File: config.mk
export PLATFORM = sky130hd
export DESIGN_NAME = noc_vc_sched
export DESIGN_NICKNAME = d
export VERILOG_FILES = /design/src/rtl/noc_vc_sched.sv
export SDC_FILE = /design/constraint.sdc
export NUM_CORES = 1
export LEC_CHECK = 0
export ABC_AREA = 1
export ABC_CLOCK_PERIOD_IN_PS = 9250
export BUFFER_PORTS_ARGS = -buffer_cell sky130_fd_sc_hd__buf_4
export CAP_MARGIN = 20
export CELL_PAD_IN_SITES_DETAIL_PLACEMENT = 1
export CELL_PAD_IN_SITES_GLOBAL_PLACEMENT = 2
export CORE_ASPECT_RATIO = 0.6
export CORE_UTILIZATION = 26
export DETAILED_ROUTE_END_ITERATION = 8
export HOLD_SLACK_MARGIN = 0.1
export PLACE_DENSITY_LB_ADDON = 0.05
export SETUP_SLACK_MARGIN = 0.15
export SLEW_MARGIN = 20
export SYNTH_ARGS = -nofsm -noshare
export SYNTH_HDL_FRONTEND = slang
export SYNTH_SLANG_ARGS = --single-unit
File: constraint.sdc
create_clock -name clk -period 9.25 [get_ports clk]
set_input_delay 1.85 -clock clk [delete_from_list [all_inputs] [get_ports clk]]
set_output_delay 1.85 -clock clk [all_outputs]
set_load 0.005 [all_outputs]
File: src/rtl/noc_vc_sched.sv
// Packet-level round-robin scheduler that shares one NoC link among N_REQ requesters.
// Per-VC credit counters mirror free space in the downstream VC FIFOs.
module noc_vc_sched #(
  parameter int N_REQ         = 4,
  parameter int D_W           = 32,
  parameter int A_W           = 4,
  parameter int VC_W          = 2,
  parameter int VC_FIFO_DEPTH = 64,
  parameter int CNT_W         = 6
) (
  input  logic                     clk,
  input  logic                     rst_n,
  input  logic [N_REQ-1:0]         req_valid,
  output logic [N_REQ-1:0]         req_ready,
  input  logic [N_REQ*D_W-1:0]     req_data,
  input  logic [N_REQ-1:0]         req_last,
  input  logic [N_REQ*A_W-1:0]     req_addr,
  input  logic [N_REQ*VC_W-1:0]    req_vc,
  output logic                     out_valid,
  input  logic                     out_ready,
  output logic [D_W-1:0]           out_data,
  output logic                     out_last,
  output logic [A_W-1:0]           out_addr,
  output logic [VC_W-1:0]          out_vc,
  input  logic [VC_W-1:0]          credit_return,
  output logic [VC_W*CNT_W-1:0]    credit_cnt,
  output logic [$clog2(N_REQ)-1:0] grant_id,
  output logic                     locked,
  output logic                     credit_err
);
  localparam int ID_W = $clog2(N_REQ);
  localparam logic [CNT_W-1:0] CNT_MAX = CNT_W'(VC_FIFO_DEPTH - 1);

  typedef enum logic {IDLE, LOCKED} state_t;

  state_t           state_q, state_d;
  logic [ID_W-1:0]  rr_q, rr_d, gid_q, gid_d, winner, load_sel;
  logic [VC_W-1:0]  cur_vc_q, cur_vc_d, load_vc, credit_nz, consume;
  logic [CNT_W-1:0] cnt_q [VC_W];
  logic [N_REQ-1:0] eligible, ready_int;
  logic             found, load_ok, load, load_last;

  always_comb begin
    for (int v = 0; v < VC_W; v++) credit_nz[v] = (cnt_q[v] != '0);
  end

  // A requester whose VC field is not exactly one-hot can never become eligible.
  always_comb begin
    for (int i = 0; i < N_REQ; i++)
      eligible[i] = req_valid[i] && $onehot(req_vc[i*VC_W +: VC_W])
                    && |(req_vc[i*VC_W +: VC_W] & credit_nz);
  end

  always_comb begin
    found  = 1'b0;
    winner = rr_q;
    for (int k = 1; k <= N_REQ; k++) begin
      if (!found && eligible[(int'(rr_q) + k) % N_REQ]) begin
        found  = 1'b1;
        winner = ID_W'((int'(rr_q) + k) % N_REQ);
      end
    end
  end

  assign load_ok = !out_valid || out_ready;

  always_comb begin
    // NOTE: every output of this block gets a default first, so no path can infer a latch.
    state_d   = state_q;
    rr_d      = rr_q;
    gid_d     = gid_q;
    cur_vc_d  = cur_vc_q;
    ready_int = '0;
    load      = 1'b0;
    load_sel  = gid_q;
    load_vc   = cur_vc_q;
    case (state_q)
      IDLE: begin
        if (found && load_ok) begin
          ready_int[winner] = 1'b1;
          load     = 1'b1;
          load_sel = winner;
          load_vc  = req_vc[winner*VC_W +: VC_W];
          gid_d    = winner;
          cur_vc_d = req_vc[winner*VC_W +: VC_W];
          if (req_last[winner]) rr_d = winner;
          else                  state_d = LOCKED;
        end
      end
      LOCKED: begin
        // The owner keeps the link even while stalled; nobody else is considered.
        ready_int[gid_q] = load_ok && |(cur_vc_q & credit_nz);
        load = ready_int[gid_q] && req_valid[gid_q];
        if (load && req_last[gid_q]) begin
          state_d = IDLE;
          rr_d    = gid_q;
        end
      end
    endcase
  end

  assign load_last = req_last[load_sel];
  assign consume   = load ? load_vc : '0;
  assign req_ready = rst_n ? ready_int : '0;
  assign locked    = (state_q == LOCKED);
  assign grant_id  = gid_q;

  always_comb begin
    for (int v = 0; v < VC_W; v++) credit_cnt[v*CNT_W +: CNT_W] = cnt_q[v];
  end

  // NOTE: sequential state is updated with non-blocking assignments only, so every
  // flop samples the pre-edge value of every other flop.
  always_ff @(posedge clk or negedge rst_n) begin
    if (!rst_n) begin
      state_q  <= IDLE;
      rr_q     <= ID_W'(N_REQ - 1);
      gid_q    <= '0;
      cur_vc_q <= '0;
    end else begin
      state_q  <= state_d;
      rr_q     <= rr_d;
      gid_q    <= gid_d;
      cur_vc_q <= cur_vc_d;
    end
  end

  always_ff @(posedge clk or negedge rst_n) begin
    if (!rst_n) begin
      out_valid <= 1'b0;
      out_data  <= '0;
      out_last  <= 1'b0;
      out_addr  <= '0;
      out_vc    <= '0;
    end else if (load) begin
      out_valid <= 1'b1;
      out_data  <= req_data[load_sel*D_W +: D_W];
      out_last  <= load_last;
      out_addr  <= req_addr[load_sel*A_W +: A_W];
      out_vc    <= load_vc;
    end else if (out_ready) begin
      out_valid <= 1'b0;
    end
  end

  // NOTE: the credit array is a handful of flops, not a RAM, so it is reset like any
  // other state; a return at full count is dropped and flagged.
  always_ff @(posedge clk or negedge rst_n) begin
    if (!rst_n) begin
      for (int v = 0; v < VC_W; v++) cnt_q[v] <= CNT_MAX;
      credit_err <= 1'b0;
    end else begin
      for (int v = 0; v < VC_W; v++) begin
        if (credit_return[v] && !consume[v] && cnt_q[v] == CNT_MAX)
          credit_err <= 1'b1;
        else
          cnt_q[v] <= cnt_q[v] + CNT_W'(credit_return[v]) - CNT_W'(consume[v]);
      end
    end
  end

endmodule

==> summary.txt <==
OUTCOME
------------------------------------------------------------------------------------------
Result of the run ........................................................... finished, final reports clean

LOGIC SYNTHESIS
------------------------------------------------------------------------------------------
Top area cells in the synthesized netlist ................................... sky130_fd_sc_hd__nand2_1 27%, sky130_fd_sc_hd__dfrtp_1 22%, sky130_fd_sc_hd__inv_1 8.5%
Synthesized area divided by synthesized cell count ..........................     6.25 um2
Largest area contributor in the synthesized netlist ......................... sky130_fd_sc_hd__nand2_1
Mux contribution to synthesized area ........................................            0
Warnings, synthesis .........................................................            0
Share of synthesized cell area in full adder, half adder and majority cells .       0.0567
Share of synthesized cell area in and, or, nand and nor gates ...............        0.437
Count of flip-flops with a built-in enable after synthesis ..................            0
Fraction of post-synthesis cell area in the top cell type by area ...........        0.267
Main combinational cell family by area after synthesis ...................... simple AND/OR/NAND/NOR gates
Number of different library cells in the post-synthesis netlist .............           33
Count of mapped cells out of synthesis ......................................          820
Seq cells post-synth ........................................................           60
Fraction of synthesis flops using an asynchronous set or reset pin ..........         1.00
Flip-flop cell with the highest count after synthesis ....................... sky130_fd_sc_hd__dfrtp_1
Post-Synthesis Net Count ....................................................         1007
Post-synthesis compound-gate area fraction ..................................       0.0616
Synth Cell Area .............................................................     5120 um2
Part of the Yosys area used for sequential elements .........................        0.297
Xor and xnor fraction of the mapped netlist area ............................       0.0169

TIMING
------------------------------------------------------------------------------------------
Total Neg Setup Slack .......................................................         0 ns
Setup slack after layout ....................................................      3.41 ns
Final Skew ..................................................................   0.00888 ns
Setup repair after global routing missed its margin .........................        false
Top achievable clock speed ..................................................      171 MHz
Fin. Hold Viols .............................................................            0
Worst Max-Slew Pin Slew .....................................................     0.948 ns
Count of final max-slew check failures ......................................            0
Final critical delay including setup and external delays ....................      5.84 ns
Max-slew headroom ...........................................................        0.366
Final critical-path share of the clock period ...............................        0.631
Count of endpoints failing setup in the final report ........................            0

CLOCK TREE
------------------------------------------------------------------------------------------
Number of buffers inserted during clock tree synthesis ......................            9
Largest buffer count on any clock path ......................................            2
Number of sinks on the clock net ............................................           60
Quantity of gates resized following cts .....................................            0
TritonCTS clock tree ........................................................         done
Clock Pin Slew Worst Setup and Hold Paths ...................................      0.06 ns
Post-CTS setup buffer count .................................................            0
Clock latency reported for the late side of the worst-skew pair .............      0.33 ns
Hold-fix buffer count after cts .............................................            0
Root Buffer ................................................................. sky130_fd_sc_hd__clkbuf_16
# H-tree levels .............................................................            3

POWER AND IR DROP
------------------------------------------------------------------------------------------
Power per Cell Area .........................................................   405 nW/um2
Reg power frac ..............................................................        0.194
Portion of total power attributed to the clock network ......................        0.108
Total net switching power ...................................................      1.57 mW
Fraction of power spent switching nets ......................................        0.536
Internal Power ..............................................................      1.36 mW
Combinational group share of total power ....................................        0.698
Reported leakage power ......................................................      4.17 nW
Worst ir drop on vdd ........................................................     0.196 mV

FLOORPLANNING
------------------------------------------------------------------------------------------
Initial Utilization .........................................................        0.267
Die span in x ...............................................................       183 um
Row count ...................................................................           39
Std-Cell Core Area ..........................................................    19200 um2
Die outline area ............................................................    20300 um2
Die height ..................................................................       111 um
I/O pin total ...............................................................          225

PLACED DESIGN
------------------------------------------------------------------------------------------
RD Place Congestion .........................................................        0.834
Instance area at placement ..................................................     6960 um2
HPWL Detailed ...............................................................      15.3 mm
Worst slack, placed .........................................................      3.38 ns
# port buffers ..............................................................          224

GLOBAL ROUTING
------------------------------------------------------------------------------------------
Overall global routing resource usage .......................................        0.204
Wire length of the first global-routing pass ................................      32.1 mm
Maximum number of pins on one net before global-route repair ................           68
Overflow left after global routing ..........................................            0
Via count of the first global-routing pass ..................................         5668
Initial antenna violation count .............................................            0

ROUTE
------------------------------------------------------------------------------------------
Vias per cell ...............................................................         4.41
Final ANT Viol Nets .........................................................            0
Post-Route WL ...............................................................      20.3 mm
First-pass iteration count of the detailed router ...........................            5
Detailed router's first-iteration violation count ...........................          243
# DRC .......................................................................            0
Routed WL per cell ..........................................................      15.7 um
Vias ........................................................................         5711

LAYOUT
------------------------------------------------------------------------------------------
Fraction of final layout cells sized beyond drive strength 1 ................        0.274
Multi-input logic area ......................................................     2930 um2
Number of antenna diodes ....................................................            0
Number of filler instances in the final layout ..............................         2531
Area added between synthesis and finish .....................................        41.3%
Register area ...............................................................     1520 um2
Layout Cell Area excl Fill ..................................................     7240 um2
Number of nets in the final layout ..........................................         1211

WORST SETUP PATH
------------------------------------------------------------------------------------------
Largest fanout on the critical path .........................................           39
Critical Path Source Type ................................................... primary input
Critical Path End Type ...................................................... primary output
Worst EP required ...........................................................      7.40 ns
Arrival @ worst endpoint ....................................................      3.99 ns
Category of the most critical setup path .................................... primary input to primary output

RUN
------------------------------------------------------------------------------------------
Max-cap violation count .....................................................            0

MIN PATH
------------------------------------------------------------------------------------------
HP Class .................................................................... flop to flop

[power groups by stage]
stage          Clock, mW  Combinational [mW]  Sequential, mW
2_1_floorplan          0                1.44           0.536
3_5_place_dp           0                2.08           0.570
3_3_place_gp           0                2.05           0.569
4_1_cts            0.326                2.09           0.570
6_report           0.316                2.05           0.568
5_1_grt            0.340                2.36           0.588
[final timing paths]
check / startpoint / endpoint / slack (ns) / depth (start not counted)
min reg2reg: credit_err / credit_err / 0.48 / 1
min: credit_err / credit_err / 0.48 / 1
max in group asynchronous: rst_n / out_last / 6.92 / 2
max reg2reg: credit_cnt[2] / out_data[0] / 4.76 / 22
max: req_vc[6] / req_ready[3] / 3.41 / 17
min in group asynchronous: rst_n / credit_err / 1.78 / 2
[per-stage QoR]
| stage | power (mW) | hold slack [ns] | utilization | instances |
|---|---|---|---|---|
| after floorplan | 1.98 | 0.463 | - | 820 |
| after global placement | 2.62 | 0.456 | 0.363 | 1279 |
| after detailed placement | 2.65 | 0.463 | 0.363 | 1279 |
| after CTS | 2.99 | 0.480 | 0.377 | 1295 |
| after global routing | 3.29 | 0.501 | 0.377 | 1295 |
| final | 2.93 | 0.476 | 0.377 | 1295 |
[cells in the mapped netlist (4+ instances only)]
library cell and number:
sky130_fd_sc_hd__buf_4 8, sky130_fd_sc_hd__nand3_1 69, sky130_fd_sc_hd__inv_1 116, sky130_fd_sc_hd__nand2_1 364
sky130_fd_sc_hd__buf_1 4, sky130_fd_sc_hd__dfstp_2 14, sky130_fd_sc_hd__ha_1 20, sky130_fd_sc_hd__xor2_1 7
sky130_fd_sc_hd__buf_6 4, sky130_fd_sc_hd__a21oi_1 10, sky130_fd_sc_hd__nor3_1 5, sky130_fd_sc_hd__dfrtp_1 46
sky130_fd_sc_hd__nor2_1 17, sky130_fd_sc_hd__buf_2 18, sky130_fd_sc_hd__o21ai_0 43, sky130_fd_sc_hd__nand3b_1 38
sky130_fd_sc_hd__nand2_2 11
[flip-flops by register name (all words and copies together) (netlist names)]
register    flops
out_data       32
credit_cnt     12
out_addr        4
cur_vc_q        2
grant_id        2
out_vc          2
rr_q            2
credit_err      1
locked          1
out_last        1
out_valid       1
[placed cells by master (no fill, tap or decap), types with 14 or more instances in the layout]
cell                       netlist  final
sky130_fd_sc_hd__buf_4           8    230
sky130_fd_sc_hd__dfrtp_1        46     46
sky130_fd_sc_hd__dfstp_2        14     14
sky130_fd_sc_hd__ha_1           20     20
sky130_fd_sc_hd__inv_1         116    116
sky130_fd_sc_hd__nand2_1       364    364
sky130_fd_sc_hd__nand3_1        69     69
sky130_fd_sc_hd__nand3b_1       38     38
sky130_fd_sc_hd__nor2_1         17     17
sky130_fd_sc_hd__o21ai_0        43     43
[area by class of cell]
| class | instances | area share |
|---|---|---|
| multi-input combinational | 603 | 0.405 |
| timing repair buffer | 230 | 0.239 |
| sequential | 60 | 0.210 |
| inverter | 120 | 0.0626 |
| tap | 266 | 0.0460 |
| clock buffer | 9 | 0.0311 |
| clock inverter | 7 | 0.00726 |
[worst max-delay path, stage by stage]
cell and delay, ns:
sky130_fd_sc_hd__buf_4 0.12, sky130_fd_sc_hd__nand2_1 0.06, sky130_fd_sc_hd__nand2_1 0.04, sky130_fd_sc_hd__nor2_1 0.21, sky130_fd_sc_hd__nand3_1 0.16, sky130_fd_sc_hd__nand2_1 0.10, sky130_fd_sc_hd__nand2_1 0.06, sky130_fd_sc_hd__nand2_2 0.12
sky130_fd_sc_hd__nand3_2 0.09, sky130_fd_sc_hd__nand2_2 0.11, sky130_fd_sc_hd__nand2_2 0.11, sky130_fd_sc_hd__nand2_2 0.09, sky130_fd_sc_hd__buf_4 0.45, sky130_fd_sc_hd__inv_1 0.12, sky130_fd_sc_hd__nand2_1 0.09, sky130_fd_sc_hd__a21oi_1 0.06
sky130_fd_sc_hd__buf_4 0.13
[cell families (layout without fill, tap and decap cells)]
kind of cell | count (synthesis) | count (layout)
buffers and inverters | 157 | 366
XOR/XNOR | 9 | 9
adder cells (fa/ha/maj) | 22 | 22
flip-flops | 60 | 60
AND/OR/NAND/NOR | 512 | 512
AO/OA/AOI/OAI | 60 | 60
[layer usage]
layer | GRT usage | vias to the layer above | wire, um
met4 | 0.0250 | 0 | 87
met3 | 0.0575 | 10 | 1320
met2 | 0.288 | 134 | 8250
met1 | 0.310 | 2645 | 10600
met5 | 0 | - | 0
li1 | - | 2922 | -
(Power assumes the default switching activity.)
